===== src/rtl/uart_pkg.sv =====
// Shared UART encodings, oversampling constants and rx FSM state codes (also used by the TX core).
package uart_pkg;

    localparam int unsigned OVERSAMPLE = 16;

    localparam logic [3:0] TICK_DECIDE      = 4'd9;   // majority of ticks 7,8,9
    localparam logic [3:0] TICK_HALF_DECIDE = 4'd7;   // half stop bit: majority of ticks 5,6,7
    localparam logic [3:0] TICK_LAST        = 4'd15;

    // stop_type 2 and 3 both mean two stop bits
    localparam logic [1:0] STOP_1   = 2'd0;
    localparam logic [1:0] STOP_1P5 = 2'd1;

    localparam logic [1:0] CHECK_EVEN  = 2'd0;
    localparam logic [1:0] CHECK_ODD   = 2'd1;
    localparam logic [1:0] CHECK_MARK  = 2'd2;
    localparam logic [1:0] CHECK_SPACE = 2'd3;

    localparam logic [2:0] ST_IDLE   = 3'd0;
    localparam logic [2:0] ST_START  = 3'd1;
    localparam logic [2:0] ST_DATA   = 3'd2;
    localparam logic [2:0] ST_PARITY = 3'd3;
    localparam logic [2:0] ST_STOP   = 3'd4;
    localparam logic [2:0] ST_BREAK  = 3'd5;

    function automatic logic majority3(input logic a, input logic b, input logic c);
        return (a & b) | (a & c) | (b & c);
    endfunction

endpackage


===== src/rtl/uart_rx_sampler_if.sv =====
// Receiver-side bundle: line, enable and frame configuration in; byte, status and pulses out.
interface uart_rx_sampler_if #(
    parameter int unsigned BAUD_DIV_WIDTH = 8
);
    logic                      en;
    logic [BAUD_DIV_WIDTH-1:0] baud_div;
    logic [1:0]                data_type;
    logic [1:0]                stop_type;
    logic                      check_en;
    logic [1:0]                check_type;
    logic                      rx;
    logic [7:0]                data;
    logic                      busy;
    logic                      ack;
    logic                      err;
    logic                      brk;

    modport master (
        output en, baud_div, data_type, stop_type, check_en, check_type, rx,
        input  data, busy, ack, err, brk
    );

    modport slave (
        input  en, baud_div, data_type, stop_type, check_en, check_type, rx,
        output data, busy, ack, err, brk
    );
endinterface


===== src/rtl/uart_baud_tick.sv =====
// 16x oversample tick generator: counts 0..div, ticks on div, synchronous clear realigns phase.
module uart_baud_tick #(
    parameter int unsigned WIDTH = 8
) (
    input  logic             clk,
    input  logic             rst,
    input  logic             clr,
    input  logic [WIDTH-1:0] div,
    output logic             tick
);
    logic [WIDTH-1:0] cnt;

    assign tick = (cnt == div);

    always_ff @(posedge clk) begin
        if (rst || clr || tick) cnt <= '0;
        else                    cnt <= cnt + 1'b1;
    end
endmodule


===== src/rtl/uart_rx_sampler.sv =====
// Oversampling UART receiver front end: sync, start detect, 3-tick majority, 5-8 data bits, parity, stop.
// Define UART_RX_BREAK_DETECT_EN to report all-zero frames as brk instead of ack+err.
module uart_rx_sampler
    import uart_pkg::*;
#(
    parameter int unsigned BAUD_DIV_WIDTH = 8
) (
    input logic               clk,
    input logic               rst,
    uart_rx_sampler_if.slave  bus
);
    logic rx_m, rx_s, rx_prev;
    logic [2:0] state;
    logic [BAUD_DIV_WIDTH-1:0] div_l;
    logic [1:0] dtype_l, stype_l, ctype_l;
    logic       cen_l;
    logic [3:0] os_cnt;
    logic [2:0] bit_cnt;
    logic       stop_cnt;
    logic [1:0] hist;
    logic [7:0] shreg, data_q;
    logic       par_err, stop_err;
    logic       ack_q, err_q, brk_q;
    logic       tick, start_det, half_bit, decide, bit_end, bit_val;
    logic       last_data, last_stop, exp_par;
`ifdef UART_RX_BREAK_DETECT_EN
    logic       all_zero;
`endif

    always_ff @(posedge clk) begin
        if (rst) begin
            {rx_m, rx_s, rx_prev} <= '1;
        end else begin
            rx_m    <= bus.rx;
            rx_s    <= rx_m;
            rx_prev <= rx_s;
        end
    end

    // rx_prev must be seen high first, so a line already low when en rises is not a start
    assign start_det = (state == ST_IDLE) && bus.en && rx_prev && !rx_s;

    uart_baud_tick #(.WIDTH(BAUD_DIV_WIDTH)) u_baud_tick (
        .clk  (clk),
        .rst  (rst),
        .clr  (start_det),
        .div  (div_l),
        .tick (tick)
    );

    assign half_bit  = (state == ST_STOP) && stop_cnt && (stype_l == STOP_1P5);
    assign decide    = tick && (os_cnt == (half_bit ? TICK_HALF_DECIDE : TICK_DECIDE));
    assign bit_end   = tick && (os_cnt == TICK_LAST);
    assign bit_val   = majority3(hist[1], hist[0], rx_s);
    assign last_data = (bit_cnt == ({1'b0, dtype_l} + 3'd4));
    assign last_stop = stop_cnt || (stype_l == STOP_1);

    always_comb begin
        exp_par = 1'b0;
        case (ctype_l)
            CHECK_EVEN:  exp_par = ^shreg;
            CHECK_ODD:   exp_par = ~^shreg;
            CHECK_MARK:  exp_par = 1'b1;
            CHECK_SPACE: exp_par = 1'b0;
        endcase
    end

    always_ff @(posedge clk) begin
        if (rst) begin
            state    <= ST_IDLE;
            div_l    <= '0;
            dtype_l  <= '0;
            stype_l  <= '0;
            ctype_l  <= '0;
            cen_l    <= 1'b0;
            os_cnt   <= '0;
            bit_cnt  <= '0;
            stop_cnt <= 1'b0;
            hist     <= '0;
            shreg    <= '0;
            data_q   <= '0;
            par_err  <= 1'b0;
            stop_err <= 1'b0;
            ack_q    <= 1'b0;
            err_q    <= 1'b0;
            brk_q    <= 1'b0;
`ifdef UART_RX_BREAK_DETECT_EN
            all_zero <= 1'b0;
`endif
        end else begin
            ack_q <= 1'b0;
            err_q <= 1'b0;
            brk_q <= 1'b0;
            if (tick) begin
                os_cnt <= os_cnt + 1'b1;
                hist   <= {hist[0], rx_s};
            end
`ifdef UART_RX_BREAK_DETECT_EN
            if (decide) all_zero <= all_zero & ~bit_val;
`endif
            if (!bus.en) begin
                state <= ST_IDLE;
            end else begin
                case (state)
                    ST_IDLE: if (start_det) begin
                        div_l    <= bus.baud_div;
                        dtype_l  <= bus.data_type;
                        stype_l  <= bus.stop_type;
                        ctype_l  <= bus.check_type;
                        cen_l    <= bus.check_en;
                        os_cnt   <= '0;
                        bit_cnt  <= '0;
                        stop_cnt <= 1'b0;
                        shreg    <= '0;
                        par_err  <= 1'b0;
                        stop_err <= 1'b0;
`ifdef UART_RX_BREAK_DETECT_EN
                        all_zero <= 1'b1;
`endif
                        state    <= ST_START;
                    end
                    ST_START: begin
                        if (decide && bit_val) state <= ST_IDLE;
                        else if (bit_end)      state <= ST_DATA;
                    end
                    ST_DATA: begin
                        if (decide) shreg[bit_cnt] <= bit_val;
                        if (bit_end) begin
                            if (last_data) begin
                                bit_cnt <= '0;
                                state   <= cen_l ? ST_PARITY : ST_STOP;
                            end else begin
                                bit_cnt <= bit_cnt + 1'b1;
                            end
                        end
                    end
                    ST_PARITY: begin
                        if (decide)  par_err <= (bit_val != exp_par);
                        if (bit_end) state   <= ST_STOP;
                    end
                    ST_STOP: begin
                        // frame ends at the last stop mid-sample so the next start edge is not missed
                        if (decide) begin
                            if (!bit_val) stop_err <= 1'b1;
                            if (last_stop) begin
                                state <= ST_IDLE;
`ifdef UART_RX_BREAK_DETECT_EN
                                if (all_zero && !bit_val) begin
                                    brk_q <= 1'b1;
                                    state <= ST_BREAK;
                                end else
`endif
                                begin
                                    ack_q  <= 1'b1;
                                    err_q  <= par_err | stop_err | ~bit_val;
                                    data_q <= shreg;
                                end
                            end
                        end else if (bit_end) begin
                            stop_cnt <= 1'b1;
                        end
                    end
                    ST_BREAK: begin
`ifdef UART_RX_BREAK_DETECT_EN
                        if (rx_s) state <= ST_IDLE;
`else
                        state <= ST_IDLE;
`endif
                    end
                    default: state <= ST_IDLE;
                endcase
            end
        end
    end

    assign bus.data = data_q;
    assign bus.busy = (state != ST_IDLE);
    assign bus.ack  = ack_q & bus.en & ~rst;
    assign bus.err  = err_q & bus.en & ~rst;
    assign bus.brk  = brk_q & bus.en & ~rst;
endmodule

===== src/flat_wrapper.sv =====
// flat-port wrapper written by rule: the top's interface ports become plain ports
module uart_rx_sampler_flat import uart_pkg::*;
#(
    parameter int unsigned BAUD_DIV_WIDTH = 8
)
  (clk, rst, bus_en, bus_baud_div, bus_data_type, bus_stop_type, bus_check_en, bus_check_type, bus_rx, bus_data, bus_busy, bus_ack, bus_err, bus_brk);
  uart_rx_sampler_if #(.BAUD_DIV_WIDTH(BAUD_DIV_WIDTH)) bus_i ();
  input logic clk;
  input logic rst;
  input wire logic [$bits(bus_i.en)-1:0] bus_en;
  input wire logic [$bits(bus_i.baud_div)-1:0] bus_baud_div;
  input wire logic [$bits(bus_i.data_type)-1:0] bus_data_type;
  input wire logic [$bits(bus_i.stop_type)-1:0] bus_stop_type;
  input wire logic [$bits(bus_i.check_en)-1:0] bus_check_en;
  input wire logic [$bits(bus_i.check_type)-1:0] bus_check_type;
  input wire logic [$bits(bus_i.rx)-1:0] bus_rx;
  output wire logic [$bits(bus_i.data)-1:0] bus_data;
  output wire logic [$bits(bus_i.busy)-1:0] bus_busy;
  output wire logic [$bits(bus_i.ack)-1:0] bus_ack;
  output wire logic [$bits(bus_i.err)-1:0] bus_err;
  output wire logic [$bits(bus_i.brk)-1:0] bus_brk;
  assign bus_i.en = bus_en;
  assign bus_i.baud_div = bus_baud_div;
  assign bus_i.data_type = bus_data_type;
  assign bus_i.stop_type = bus_stop_type;
  assign bus_i.check_en = bus_check_en;
  assign bus_i.check_type = bus_check_type;
  assign bus_i.rx = bus_rx;
  assign bus_data = bus_i.data;
  assign bus_busy = bus_i.busy;
  assign bus_ack = bus_i.ack;
  assign bus_err = bus_i.err;
  assign bus_brk = bus_i.brk;
  uart_rx_sampler #(.BAUD_DIV_WIDTH(BAUD_DIV_WIDTH)) u_core (.clk(clk), .rst(rst), .bus(bus_i));
endmodule

===== config.mk =====
export PLATFORM = sky130hd
export DESIGN_NAME = uart_rx_sampler_flat
export DESIGN_NICKNAME = d
export VERILOG_FILES = /design/src/rtl/uart_pkg.sv /design/src/rtl/uart_rx_sampler_if.sv /design/src/rtl/uart_baud_tick.sv /design/src/rtl/uart_rx_sampler.sv /design/src/flat_wrapper.sv
export SDC_FILE = /design/constraint.sdc
export NUM_CORES = 1
export LEC_CHECK = 0
export BUFFER_PORTS_ARGS = -buffer_cell sky130_fd_sc_hd__clkbuf_2
export CELL_PAD_IN_SITES_DETAIL_PLACEMENT = 0
export CELL_PAD_IN_SITES_GLOBAL_PLACEMENT = 1
export CORE_MARGIN = 1
export CORE_UTILIZATION = 44
export CTS_CLUSTER_DIAMETER = 80
export DETAILED_ROUTE_END_ITERATION = 12
export MAX_ROUTING_LAYER = met4
export PLACE_DENSITY = 0.86
export SLEW_MARGIN = 30
export SYNTH_ARGS = -nofsm -noshare
export SYNTH_HDL_FRONTEND = slang
export SYNTH_SLANG_ARGS = --single-unit

===== constraint.sdc =====
create_clock -name clk -period 1.93 [get_ports clk]
set_input_delay 0.193 -clock clk [delete_from_list [all_inputs] [get_ports clk]]
set_output_delay 0.193 -clock clk [all_outputs]
set_load 0.1 [all_outputs]

==> impl_metrics.py <==
metrics = {
    "die": {
        "die_x_um": 82.3,
        "die_area_um2": 6770,
        "initial_utilization_pct": 46.8,
        "fp-row-count": 28,
        "coreArea_um2": 6060,
        "chipHeight_um": 82.3,
        "io_pins": 31,
    },
    "cts": {
        "cts_sinks": 59,
        "cts_made_buffers": 9,
        "cts_buffer_depth": 2,
        "postCtsHoldBufs": 0,
        "htreeDepth": 3,
        "path_clk_slew_ns": 0.07,
        "tritoncts": "built",
        "clk_latency_ns": 0.34,
        "clockRootBuffer": "clkbuf_8",
    },
    "power_and_ir_drop": {
        "peakVddDrop_v": 0.000484,
        "power.density_nw_per_um2": 775,
        "cellLeakagePower_uw": 0.00130,
    },
    "grt": {
        "grt_overflow": 0,
        "met2_usage_pct": 32.1,
        "top_usage_layer": "met2",
        "grt_pass1_wl_um": 10500,
        "met1_usage_pct": 27.5,
        "use_met3_pct": 3.96,
        "antenna_found_initial": 0,
        "grt_pass1_vias": 2236,
        "gr-usage-all-layers_pct": 21.3,
        "grt_max_degree": 43,
    },
    "logic_synthesis": {
        "ys.flop_type": "dfxtp_1",
        "synth.area.top_cells": "dfxtp_1 42%, nand2_1 6.2%, xnor2_1 6.2%, a21oi_1 4.4%, nor2_1 4.0%",
        "yosys.area.top_type": "dfxtp_1",
        "yosys.area_share.simple_pct": 24.2,
        "yosysUniqueCellTypes": 53,
        "synth_seq_cells": 59,
        "synth_top_family_by_area": "simple AND/OR/NAND/NOR gates",
        "synth_edf_count": 0,
        "syn_area_um2": 2840,
        "syn_inst": 331,
        "synth_compound_area_share_pct": 16.1,
        "yosysWarnings": 0,
        "yosys.area_share.adder_pct": 1.68,
        "yosys.area_share.xor_xnor_pct": 8.65,
        "avgSynthCellArea_um2": 8.57,
        "async_reset_ff_share_pct": 0,
        "muxShareOfSynthArea_pct": 3.88,
        "syn_nets": 353,
        "synth_seq_area_share_pct": 41.6,
        "synth.top_cell.area_share_pct": 41.6,
    },
    "final_layout": {
        "area_delta_synth_final_pct": 22.3,
        "drive_gt1_share_pct": 22.8,
        "stdcell_count": 457,
        "antenna_cells": 0,
        "fin_nets": 400,
    },
    "place": {
        "io_buffers": 29,
        "pre_cts_slack_ns": -0.0295,
        "dpl.cell_count": 439,
        "place_congestion": 0.806,
        "dpl.hpwl_um": 4350,
    },
    "critical_path": {
        "worstPathRequired_ns": 2.16,
        "cp.arrival_ns": 2.08,
        "reg2reg_depth": 6,
        "crit_type": "register to register",
        "cp_max_fo": 8,
        "setup.worst_path.end_class": "register",
        "start_kind": "register",
    },
    "worst_hold_path": {
        "min_path_type": "primary input to register",
        "holdPathStages": 2,
    },
    "timing": {
        "relSlewSlack_pct": 59.9,
        "finalCriticalPeriod_ns": 1.85,
        "maxSlewViolCount": 0,
        "grt_setup_unrepaired": "false",
        "hold_viol": 0,
        "fmax_mhz": 541,
        "fin_worst_skew_ns": 0.00609,
        "fin_ws_ns": 0.0821,
        "fin_crit_sh_pct": 95.7,
        "worst_slew_pin_slew_ns": 0.598,
        "setup_tns_ns": 0,
        "setup_viol": 0,
    },
    "drt": {
        "vias": 2420,
        "wl_per_cell_um": 13.7,
        "drc": 0,
        "antenna_left": 0,
        "viasPerCell": 5.30,
        "drtIter0Drc": 144,
        "firstDrtPassIters": 4,
        "routed_wl_um": 6240,
    },
    "run": {
        "cap_violations": 0,
    },
    "status": {
        "status": "completed",
    },
}
routing by layer:
metal	part of all wire, %	up-vias
met1	49	1121
met2	45	47
met3	4.1	10
met4	2.0	0
met5	0	-
li1	-	1242
layout make-up:
cell class / instances / area, µm²
clock buffer: 13 / 159
clock inverter: 2 / 35.0
fill: 560 / 2590
inverter: 10 / 37.5
multi-input combinational: 246 / 1600
sequential: 59 / 1180
tap: 75 / 93.8
timing repair buffer: 52 / 360
state kept, by name, indices dropped and copies added (netlist names):
register                cells
u_core.stop_err             1
u_core.ack_q                1
u_core.ctype_l              2
u_core.state                3
u_core.rx_prev              1
u_core.shreg                8
u_core.stype_l              2
u_core.u_baud_tick.cnt      8
u_core.cen_l                1
u_core.par_err              1
u_core.rx_m                 1
u_core.stop_cnt             1
u_core.os_cnt               4
u_core.div_l                8
u_core.bus.data             8
u_core.hist                 2
u_core.rx_s                 1
u_core.bit_cnt              3
u_core.dtype_l              2
u_core.err_q                1
where the power goes:
part	internal, µW	leakage (µW)	total, µW	switching, µW
clock network	658	0.0000995	1120	461
registers	1260	0.000478	1290	30.3
logic	115	0.000724	282	167
total	2030	0.00130	2690	658
cells in the final DEF, fill, tap and decap left out, drive strengths merged, types with 3 or more instances in the layout:
cell    count
or2         4
o32ai       4
o21ai      13
dfxtp      59
nor2       31
inv        10
a21boi      3
buf        25
nand3      10
nand4       7
ha          3
xor2        8
nor2b       7
or3         4
clkbuf     40
mux2i      11
nand2      47
and3b       3
xnor2      20
nor3        6
a32o        3
and3        6
a21oi      26
stage by stage:
step                      utilization, %  total power, µW  hold slack, ns  area, µm²
after floorplan                        -             1490           0.297       2840
after global placement              52.7             1580           0.382       3190
after detailed placement            52.7             1580           0.394       3190
after CTS                           56.3             2700          0.0394       3410
after global routing                57.2             2790          0.0467       3470
final                               57.2             2690          0.0425       3470
worst paths after layout:
| kind | start | to | slack, ns |
|---|---|---|---|
| max | u_core.state[2] | u_core.shreg[0] | 0.08 |
| min | bus_rx | u_core.rx_m | 0.04 |
| max reg2reg | u_core.state[2] | u_core.shreg[0] | 0.08 |
| min reg2reg | u_core.rx_m | u_core.rx_s | 0.42 |
timing repair:
| item | 4_1_cts | 5_1_grt |
|---|---|---|
| pin swaps | 1 | 1 |
| setup buffers | 1 | 2 |
| setup endpoints to repair | 11 | 15 |
| gates resized for setup | 2 | 10 |
| gates cloned | 0 | 0 |
worst max-delay path, cell delays in order, from the launching register on:
cell,delay [ns]
dfxtp_1,0.43
nor3b_4,0.25
and3_1,0.26
o2111ai_4,0.19
a21oi_4,0.26
o21ai_1,0.10
a32o_1,0.26
synthesized netlist by cell type, drive strengths merged, types with 2 or more instances:
library cell,count
a21boi,3
a21o,2
a21oi,26
a32o,3
and3,6
and3b,3
and4,2
buf,3
clkbuf,13
dfxtp,59
ha,3
inv,10
mux2i,11
nand2,47
nand2b,2
nand3,10
nand4,7
nor2,31
nor2b,7
nor3,6
nor3b,2
o2111ai,2
o211ai,2
o21a,2
o21ai,13
o32ai,4
or2,4
or3,4
xnor2,20
xor2,8
logic make-up after synthesis:
logic type	count (synthesis)
and+or+nand+nor	135
AOI/OAI and AO/OA	67
DFF	59
xor gates and xnor gates	28
buffers and inverters	26
muxes	11
adders and majority gates	4
other	1
(Power assumes the default switching activity.)
